===== config.mk =====
export PLATFORM = sky130hd
export DESIGN_NAME = io_hsk_sequencer_flat
export DESIGN_NICKNAME = d
export VERILOG_FILES = /design/src/rtl/io_hsk_sequencer_if.sv /design/src/rtl/io_hsk_sequencer.sv /design/src/flat_wrapper.sv
export SDC_FILE = /design/constraint.sdc
export NUM_CORES = 1
export LEC_CHECK = 0
export ABC_AREA = 1
export BUFFER_PORTS_ARGS = -buffer_cell sky130_fd_sc_hd__buf_2
export CAP_MARGIN = 40
export CORE_ASPECT_RATIO = 2
export CORE_MARGIN = 1
export CORE_UTILIZATION = 56
export DETAILED_ROUTE_END_ITERATION = 6
export GPL_TIMING_DRIVEN = 0
export PLACE_DENSITY = 0.81
export SLEW_MARGIN = 10
export SYNTH_ARGS = -nofsm -noshare
export SYNTH_HDL_FRONTEND = slang
export SYNTH_SLANG_ARGS = --single-unit

===== constraint.sdc =====
create_clock -name in_clk -period 2.7 [get_ports in_clk]
set_input_delay 0.27 -clock in_clk [delete_from_list [all_inputs] [get_ports in_clk]]
set_output_delay 0.27 -clock in_clk [all_outputs]
set_load 0.005 [all_outputs]

===== src/rtl/io_hsk_sequencer_if.sv =====
// Pin-level four-phase handshake bundle between the sequencer and the USB-3W peer.
// master: the sequencer side, slave: the peer side.
interface io_hsk_sequencer_if;
    logic in_data_rx_hsk_req;
    logic out_data_rx_hsk_ack;
    logic out_data_tx_hsk_req;
    logic in_data_tx_hsk_ack;

    modport master (
        input  in_data_rx_hsk_req,
        input  in_data_tx_hsk_ack,
        output out_data_rx_hsk_ack,
        output out_data_tx_hsk_req
    );

    modport slave (
        output in_data_rx_hsk_req,
        output in_data_tx_hsk_ack,
        input  out_data_rx_hsk_ack,
        input  out_data_tx_hsk_req
    );
endinterface


===== src/rtl/io_hsk_sequencer.sv =====
// RX/TX four-phase handshake sequencer with strobe synchronisers, TX bursts,
// a wrapping RX word counter and a per-handshake timeout with abort.
module io_hsk_sequencer #(
    parameter int SYNC_STAGES = 2,
    parameter int CNT_W       = 8,
    parameter int TO_W        = 16
) (
    input  logic                 in_clk,
    input  logic                 in_rst_n,
    io_hsk_sequencer_if.master   pin,
    output logic                 out_rx_enable,
    output logic                 rx_done,
    output logic                 tx_done,
    output logic                 tx_last,
    input  logic                 rx_continue,
    input  logic                 tx_continue,
    input  logic [CNT_W-1:0]     tx_count,
    input  logic [TO_W-1:0]      timeout_cycles,
    output logic [CNT_W-1:0]     rx_word_cnt,
    output logic                 timeout_err
);

    typedef enum logic [6:0] {
        S_RX_READY    = 7'b0000001,
        S_RX_ACK      = 7'b0000010,
        S_DECODE      = 7'b0000100,
        S_TX_SETUP    = 7'b0001000,
        S_TX_REQ      = 7'b0010000,
        S_TX_WAIT_REL = 7'b0100000,
        S_ABORT       = 7'b1000000
    } state_e;

    state_e state_q, state_d;

    logic [SYNC_STAGES-1:0] req_sync_q;
    logic [SYNC_STAGES-1:0] ack_sync_q;
    logic                   req_s;
    logic                   ack_s;

    logic [CNT_W-1:0] remaining_q, remaining_d;
    logic [CNT_W-1:0] word_cnt_q, word_cnt_d;
    logic [TO_W-1:0]  to_cnt_q, to_cnt_d;
    logic             rx_done_q, rx_done_d;
    logic             tx_done_q, tx_done_d;
    logic             tx_last_q, tx_last_d;
    logic             to_err_q, to_err_d;

    logic             counting;
    logic [TO_W:0]    to_next;
    logic             to_hit;

    always_ff @(posedge in_clk or negedge in_rst_n) begin
        if (!in_rst_n) begin
            req_sync_q <= '0;
            ack_sync_q <= '0;
        end else begin
            req_sync_q <= {req_sync_q[SYNC_STAGES-2:0], pin.in_data_rx_hsk_req};
            ack_sync_q <= {ack_sync_q[SYNC_STAGES-2:0], pin.in_data_tx_hsk_ack};
        end
    end

    assign req_s = req_sync_q[SYNC_STAGES-1];
    assign ack_s = ack_sync_q[SYNC_STAGES-1];

    // to_next is the number of cycles spent in the state including this one
    assign to_next = {1'b0, to_cnt_q} + {{TO_W{1'b0}}, 1'b1};
    assign to_hit  = (timeout_cycles != '0) &&
                     (to_next == {1'b0, timeout_cycles});

    always_comb begin
        state_d     = state_q;
        remaining_d = remaining_q;
        word_cnt_d  = word_cnt_q;
        to_cnt_d    = to_cnt_q;
        rx_done_d   = 1'b0;
        tx_done_d   = 1'b0;
        tx_last_d   = 1'b0;
        to_err_d    = 1'b0;
        counting    = 1'b0;

        case (state_q)
            S_RX_READY: begin
                if (req_s) state_d = S_RX_ACK;
            end
            S_RX_ACK: begin
                counting = 1'b1;
                if (!req_s) begin
                    state_d    = S_DECODE;
                    rx_done_d  = 1'b1;
                    word_cnt_d = word_cnt_q + 1'b1;
                end
            end
            S_DECODE: begin
                if (rx_continue) begin
                    state_d = S_RX_READY;
                end else if (tx_continue) begin
                    if (tx_count == '0) begin
                        state_d = S_RX_READY;
                    end else begin
                        state_d     = S_TX_SETUP;
                        remaining_d = tx_count;
                    end
                end
            end
            S_TX_SETUP: begin
                if (tx_continue) state_d = S_TX_REQ;
            end
            S_TX_REQ: begin
                counting = 1'b1;
                if (ack_s) begin
                    state_d     = S_TX_WAIT_REL;
                    tx_done_d   = 1'b1;
                    tx_last_d   = (remaining_q == CNT_W'(1));
                    remaining_d = remaining_q - 1'b1;
                end
            end
            S_TX_WAIT_REL: begin
                counting = 1'b1;
                if (!ack_s) begin
                    state_d = (remaining_q != '0) ? S_TX_SETUP : S_RX_READY;
                end
            end
            S_ABORT: begin
                if (!req_s && !ack_s) state_d = S_RX_READY;
            end
            default: begin
                state_d = S_RX_READY;
            end
        endcase

        // An expired handshake overrides whatever progress was made this cycle
        if (counting && to_hit) begin
            state_d     = S_ABORT;
            to_err_d    = 1'b1;
            remaining_d = '0;
            word_cnt_d  = word_cnt_q;
            rx_done_d   = 1'b0;
            tx_done_d   = 1'b0;
            tx_last_d   = 1'b0;
        end

        if (state_d != state_q) begin
            to_cnt_d = '0;
        end else if (counting && !(&to_cnt_q)) begin
            to_cnt_d = to_cnt_q + 1'b1;
        end
    end

    always_ff @(posedge in_clk or negedge in_rst_n) begin
        if (!in_rst_n) begin
            state_q     <= S_RX_READY;
            remaining_q <= '0;
            word_cnt_q  <= '0;
            to_cnt_q    <= '0;
            rx_done_q   <= 1'b0;
            tx_done_q   <= 1'b0;
            tx_last_q   <= 1'b0;
            to_err_q    <= 1'b0;
        end else begin
            state_q     <= state_d;
            remaining_q <= remaining_d;
            word_cnt_q  <= word_cnt_d;
            to_cnt_q    <= to_cnt_d;
            rx_done_q   <= rx_done_d;
            tx_done_q   <= tx_done_d;
            tx_last_q   <= tx_last_d;
            to_err_q    <= to_err_d;
        end
    end

    assign out_rx_enable           = state_q[0];
    assign pin.out_data_rx_hsk_ack = state_q[1];
    assign pin.out_data_tx_hsk_req = state_q[4];
    assign rx_done                 = rx_done_q;
    assign tx_done                 = tx_done_q;
    assign tx_last                 = tx_last_q;
    assign rx_word_cnt             = word_cnt_q;
    assign timeout_err             = to_err_q;

endmodule


===== src/flat_wrapper.sv =====
// flat-port wrapper written by rule: the top's interface ports become plain ports
module io_hsk_sequencer_flat 
#(
    parameter int SYNC_STAGES = 2,
    parameter int CNT_W       = 8,
    parameter int TO_W        = 16
)
  (in_clk, in_rst_n, out_rx_enable, rx_done, tx_done, tx_last, rx_continue, tx_continue, tx_count, timeout_cycles, rx_word_cnt, timeout_err, pin_in_data_rx_hsk_req, pin_in_data_tx_hsk_ack, pin_out_data_rx_hsk_ack, pin_out_data_tx_hsk_req);
  io_hsk_sequencer_if pin_i ();
  input  logic in_clk;
  input  logic in_rst_n;
  output logic out_rx_enable;
  output logic rx_done;
  output logic tx_done;
  output logic tx_last;
  input  logic rx_continue;
  input  logic tx_continue;
  input  logic [CNT_W-1:0] tx_count;
  input  logic [TO_W-1:0] timeout_cycles;
  output logic [CNT_W-1:0] rx_word_cnt;
  output logic timeout_err;
  input wire logic [$bits(pin_i.in_data_rx_hsk_req)-1:0] pin_in_data_rx_hsk_req;
  input wire logic [$bits(pin_i.in_data_tx_hsk_ack)-1:0] pin_in_data_tx_hsk_ack;
  output wire logic [$bits(pin_i.out_data_rx_hsk_ack)-1:0] pin_out_data_rx_hsk_ack;
  output wire logic [$bits(pin_i.out_data_tx_hsk_req)-1:0] pin_out_data_tx_hsk_req;
  assign pin_i.in_data_rx_hsk_req = pin_in_data_rx_hsk_req;
  assign pin_i.in_data_tx_hsk_ack = pin_in_data_tx_hsk_ack;
  assign pin_out_data_rx_hsk_ack = pin_i.out_data_rx_hsk_ack;
  assign pin_out_data_tx_hsk_req = pin_i.out_data_tx_hsk_req;
  io_hsk_sequencer #(.SYNC_STAGES(SYNC_STAGES), .CNT_W(CNT_W), .TO_W(TO_W)) u_core (.in_clk(in_clk), .in_rst_n(in_rst_n), .pin(pin_i), .out_rx_enable(out_rx_enable), .rx_done(rx_done), .tx_done(tx_done), .tx_last(tx_last), .rx_continue(rx_continue), .tx_continue(tx_continue), .tx_count(tx_count), .timeout_cycles(timeout_cycles), .rx_word_cnt(rx_word_cnt), .timeout_err(timeout_err));
endmodule

## After elaboration in Yosys (flattened, before gate mapping)

Cells that the tools add are included.

- $add $sub $neg: 4
- Multiply operators: 0
- Divide/modulo/power cells: 0
- Magnitude comparators: 0
- Equality and inequality tests: 14
- Shift-type cells: 0
- Multiplexer cells: 31
- Bitwise operators: 2
- Reductions and logical operators: 16

Operator list:

| operator | number |
|---|---|
| $mux 7 | 9 |
| $pmux 7 s7 | 1 |
| $mux 8 | 5 |
| $mux 16 | 2 |
| $add 16x1->17 const B | 1 |
| $eq 17x16->1 | 1 |
| $add 16x1->16 const B | 1 |
| $pmux 8 s2 | 1 |
| $reduce_and 16->1 | 1 |
| $reduce_bool 16->1 | 1 |
| $mux 1 | 11 |
| $add 8x1->8 const B | 1 |
| $eq 8x1->1 const B | 1 |
| $logic_not 8->1 | 1 |
| $mux 4 | 2 |
| $reduce_bool 8->1 | 1 |
| $sub 8x1->8 const B | 1 |
| $eq 7x1->1 const B | 1 |
| $eq 7x2->1 const B | 1 |
| $eq 7x3->1 const B | 1 |
| $eq 7x4->1 const B | 1 |
| $eq 7x5->1 const B | 1 |
| $eq 7x6->1 const B | 1 |
| $eq 7x7->1 const B | 1 |
| 12 further kinds | 19 |

- Flip-flop bits (word level): 47
- Latch bits: 0
- Bits in writable memories: 0
- Bits in read-only memories: 0
- Input bits: 30
- Memories: 0

## Longest topological paths before layout

- Depth in word-level cells: 8
- Gate-level depth with buffers: 20
- Depth with buffers taken out: 18

## Least setup slack after synthesis

No wires, ideal clock.

- Path kind: register to register
- Start: register u_core.to_cnt_q[0]
- End: register u_core.to_cnt_q[14]
- Arrival time: 2.145 ns
- Data required time: 2.620 ns
- Setup slack: 0.474 ns
- Cell stages (with the launch flop): 19
- Clock period less this slack: 2.226 ns
- Cell sequence: dfrtp_1 -> ha_1 -> nand2_1 -> nor2_4 -> nand2_1 -> nand2_1 -> nand2_1 -> nor2_1 -> nor2_1 -> nand3_1 -> nor2_2 -> nand3_2 -> buf_6 -> nand2_2 -> nand2_1 -> nand2_2 -> nand3_4 -> buf_6 -> nor3_2

- Longest elaborated chain between the ends: 7
- Elaborated cells between the ends (all ways): 13

Ends and longest elaborated chain:

| item | line | source |
|---|---|---|
| start, declared | io_hsk_sequencer.sv:42 | `logic [TO_W-1:0] to_cnt_q, to_cnt_d;` |
| start signal, assigned | io_hsk_sequencer.sv:163 | `to_cnt_q <= to_cnt_d;` |
| $add 16x1->17 | io_hsk_sequencer.sv:66 | `assign to_next = {1'b0, to_cnt_q} + {{TO_W{1'b0}}, 1'b1};` |
| $eq 17x16->1 | io_hsk_sequencer.sv:68 | `(to_next == {1'b0, timeout_cycles});` |
| $logic_and 1x1->1 | io_hsk_sequencer.sv:67 | `assign to_hit = (timeout_cycles != '0) &&` |
| $logic_and 1x1->1 | io_hsk_sequencer.sv:132 | `if (counting && to_hit) begin` |
| $mux 7 | io_hsk_sequencer.sv:132 |  |
| $ne 7x7->1 | io_hsk_sequencer.sv:142 | `if (state_d != state_q) begin` |
| $mux 16 or $reduce_bool 2->1 (tied branches) | n/a |  |

Several ways; a longest one is shown, not always the timed one. The select of a mux whose other input is x is not followed.
A chain may end at the register's enable or synchronous reset.

## Final worst setup path

- Start: register u_core.to_cnt_q[1]
- End: register u_core.to_cnt_q[13]

Same word-level chain as after synthesis.

==> summary.txt <==
status: complete, but fails checks
failing checks: design-rule violations, negative setup slack
Avg Cell Area, Syn: 6.75 um2
Die ar.: 6410 um2
NumNets Final: 600
drt wl/cell: 15.6 um
drt total wl: 9.82 mm
max_slew headroom: 63.0%
DR vias/cell: 5.74
CP endpoint kind: flip-flop
Final Worst Setup Slack: -0.00361 ns
Synth Cell Area: 3400 um2
Max-Cap Viols: 0
Overall Global Routing Usage: 31.8%
Final Max Slew Viols: 0
HPWL Detailed: 7.40 mm
Die Height: 112 um
CP max-delay cell: dfrtp_1
Int Pwr: 1770 uW
Synth async-reset ratio: 100%
H-tree level count: 2
Setup violations, final: 2
final worst path period share: 100%
Sw Share: 44.6%
crit path DAT: 2.92 ns
diode count: 0
clk sinks: 47
Setup CP Type: flip-flop to flip-flop
HP Class: input pin to flip-flop
RePlAce Congestion: 0.983
clk_skew: 0.00473 ns
Worst Setup Slack post-DPL: -0.139 ns
slowest cell delay on critical path: 0.37 ns
Hold Slack: 0.0724 ns
initial drt markers: 188
CP required: 2.92 ns
gr ovfl total: 0
family with the most delay on the worst path: simple AND/OR/NAND/NOR gates
Pwr per Cell Area: 778 nW/um2
TritonCTS Buffers: 5
RSZ-0062 raised after global routing: true
Worst-path clk slew: 0.07 ns
crit-path cells: ha_2 > nand2_2 > nor2_4 > nand4_1 > buf_4 > nand3_1 > nand2_1 > nand2_1 > nor2_4 > nand3_4 > buf_6 > nand2_1 > nand2_1 > nand2_2 > nor2_4 > nand2_4 > buf_12 > nor3_2
Synth area leader: dfrtp_1
Tmin final: 2.70 ns
EDFF count, synth: 0
achievable clock frequency: 370 MHz
core area: 5760 um2
post-route ant nets: 0
Flop pwr share: 33.6%
final hold vios: 0
Vias: 3,606
Max VDD drop: 0.549 mV
IO Port Bufs: 44
prevailing post-synth register cell: dfrtp_1
initial antenna violation count: 0
top cells by area, synth: dfrtp_1, nand2_1, inv_1
die width: 57.1 um
Netlist cell types: 35
fraction of layout cells with a size suffix above 1: 22.6%
crit start category: flip-flop
clk_lat worst skew: 0.30 ns
worst path bufs/invs: 3
CP Max Fanout: 10
Bufs on Longest Clock Path: 2
Clk network pwr share: 21.0%
sequential share of the synthesized area: 34.6%
largest net degree at the start of global routing: 37
Psw: 1420 uW
top-area cell type share of the netlist area: 33.8%
Syn Nets: 538
synthesis-to-layout area growth: 20.7%
first-pass GRT wire length: 15.4 mm
flops & latches, synth: 47
I/O pins: 45
DRT Pass-1 Iters: 7
Mapped Cells: 504
vias in the first global route: 3,550
TritonCTS clock tree: built
root buffer cell: clkbuf_16
FP Rows: 39
Syn. warnings: 0
Gate power share: 45.4%
Leakage: 0.00212 uW
initial core utilization: 59.1%
worst slew pin tran: 0.550 ns
most numerous cell on the critical path: nand2_1
drt drc: 10
[logic make-up after synthesis]
kind of cell	count (synthesis)	synth area share, %
AOI/OAI and AO/OA	46	7.58
xor gates and xnor gates	11	3.24
adders and majority gates	4	1.47
buffers and inverters	82	9.71
DFF	47	34.6
and+or+nand+nor	314	43.4
[worst reg2reg max path: cells and delay by family (launching register included)]
family	cells	cell delay [ns]
fa+ha+maj	1	0.23
flops	1	0.37
buf+inv	3	0.47
simple gates	14	1.57
[stage by stage]
| stage | power (uW) | TNS, ns | std cells | util (%) | instance area, um2 |
|---|---|---|---|---|---|
| after CTS | 3080 | 0 | 621 | 68.1 | 3920 |
| after global routing | 3400 | -0.983 | 628 | 71.3 | 4110 |
| after floorplan | 1960 | 0 | 504 | - | 3400 |
| after global placement | 2300 | -0.912 | 609 | 64.2 | 3700 |
| after detailed placement | 2360 | -1.62 | 610 | 64.6 | 3720 |
| final | 3190 | -0.00653 | 628 | 71.3 | 4110 |
[Yosys cell counts (4+ instances only)]
master	instances
xor2_1	6
nor2_2	9
nor4_1	5
inv_1	73
a21oi_1	14
nand4_1	15
nand2_1	166
nor3_2	10
nor3_1	13
nand3_1	40
o21ai_0	21
xnor2_1	4
nand3_2	4
ha_1	4
dfrtp_1	46
nor2_1	38
nand2_2	5
[layout make-up]
class                           count  area, um2
Timing Repair Buffer               55        318
Inverter                           76        285
Sequential cell                    47       1180
Multi-Input combinational cell    375       2030
Buffer                              6       57.6
Clock inverter                      3       27.5
Fill cell                         509       1650
Clock buffer                        5        125
Tap cell                           61       76.3
[sequential cells by signal, indices dropped and copies added, names as in the netlist]
name                flops
u_core.remaining_q      8
u_core.tx_done          1
u_core.timeout_err      1
u_core.rx_word_cnt      8
u_core.state_q          7
u_core.to_cnt_q        16
u_core.ack_sync_q       2
u_core.req_sync_q       2
u_core.tx_last          1
u_core.rx_done          1
[repair_timing]
action,CTS,global route
resized for setup,7,34
gates cloned,0,1
pin swaps,1,13
endpoints found under the setup margin,24,27
hold buffers,1,0
setup buffers,2,6
endpoints found under the hold margin,11,0
[power by group through the flow]
stage,clock [uW],sequential (uW),combinational (uW)
global route,700,1090,1610
detailed placement,0,1070,1290
global placement,0,1060,1240
CTS,680,1050,1350
finish,670,1070,1450
floorplan,0,1030,934
[path summary, 6_finish.rpt]
path                                   startpoint                     to  slack, ns  depth (start not counted)
max                            u_core.to_cnt_q[1]    u_core.to_cnt_q[13]     -0.004                         18
min                        pin_in_data_rx_hsk_req   u_core.req_sync_q[0]       0.07                          1
max reg2reg                    u_core.to_cnt_q[1]    u_core.to_cnt_q[13]     -0.004                         18
min reg2reg                  u_core.ack_sync_q[0]   u_core.ack_sync_q[1]       0.35                          0
max in group asynchronous                in_rst_n      u_core.state_q[0]       1.76                          3
min in group asynchronous                in_rst_n  u_core.rx_word_cnt[4]       0.39                          2
[layer usage]
| metal | up-vias | part of all wire (%) | track usage, % |
|---|---|---|---|
| li1 | 1738 | - | - |
| met3 | 40 | 3.2 | 3.69 |
| met2 | 135 | 57 | 60.5 |
| met4 | 0 | 6.4 | 25.5 |
| met1 | 1693 | 33 | 28.3 |
| met5 | - | 0 | 0 |
[layout by cell type, fill, tap and decap left out, drive strengths merged, types with 6 or more instances in the layout]
cell,synthesis,layout
nor2,50,50
nor3,23,23
o21ai,23,23
buf,3,56
clkbuf,3,9
dfrtp,46,46
inv,76,78
a21oi,14,14
xor2,6,6
nand4,15,15
nand2,172,172
nand3,45,45
No activity file was read; power rests on OpenSTA's default activity.
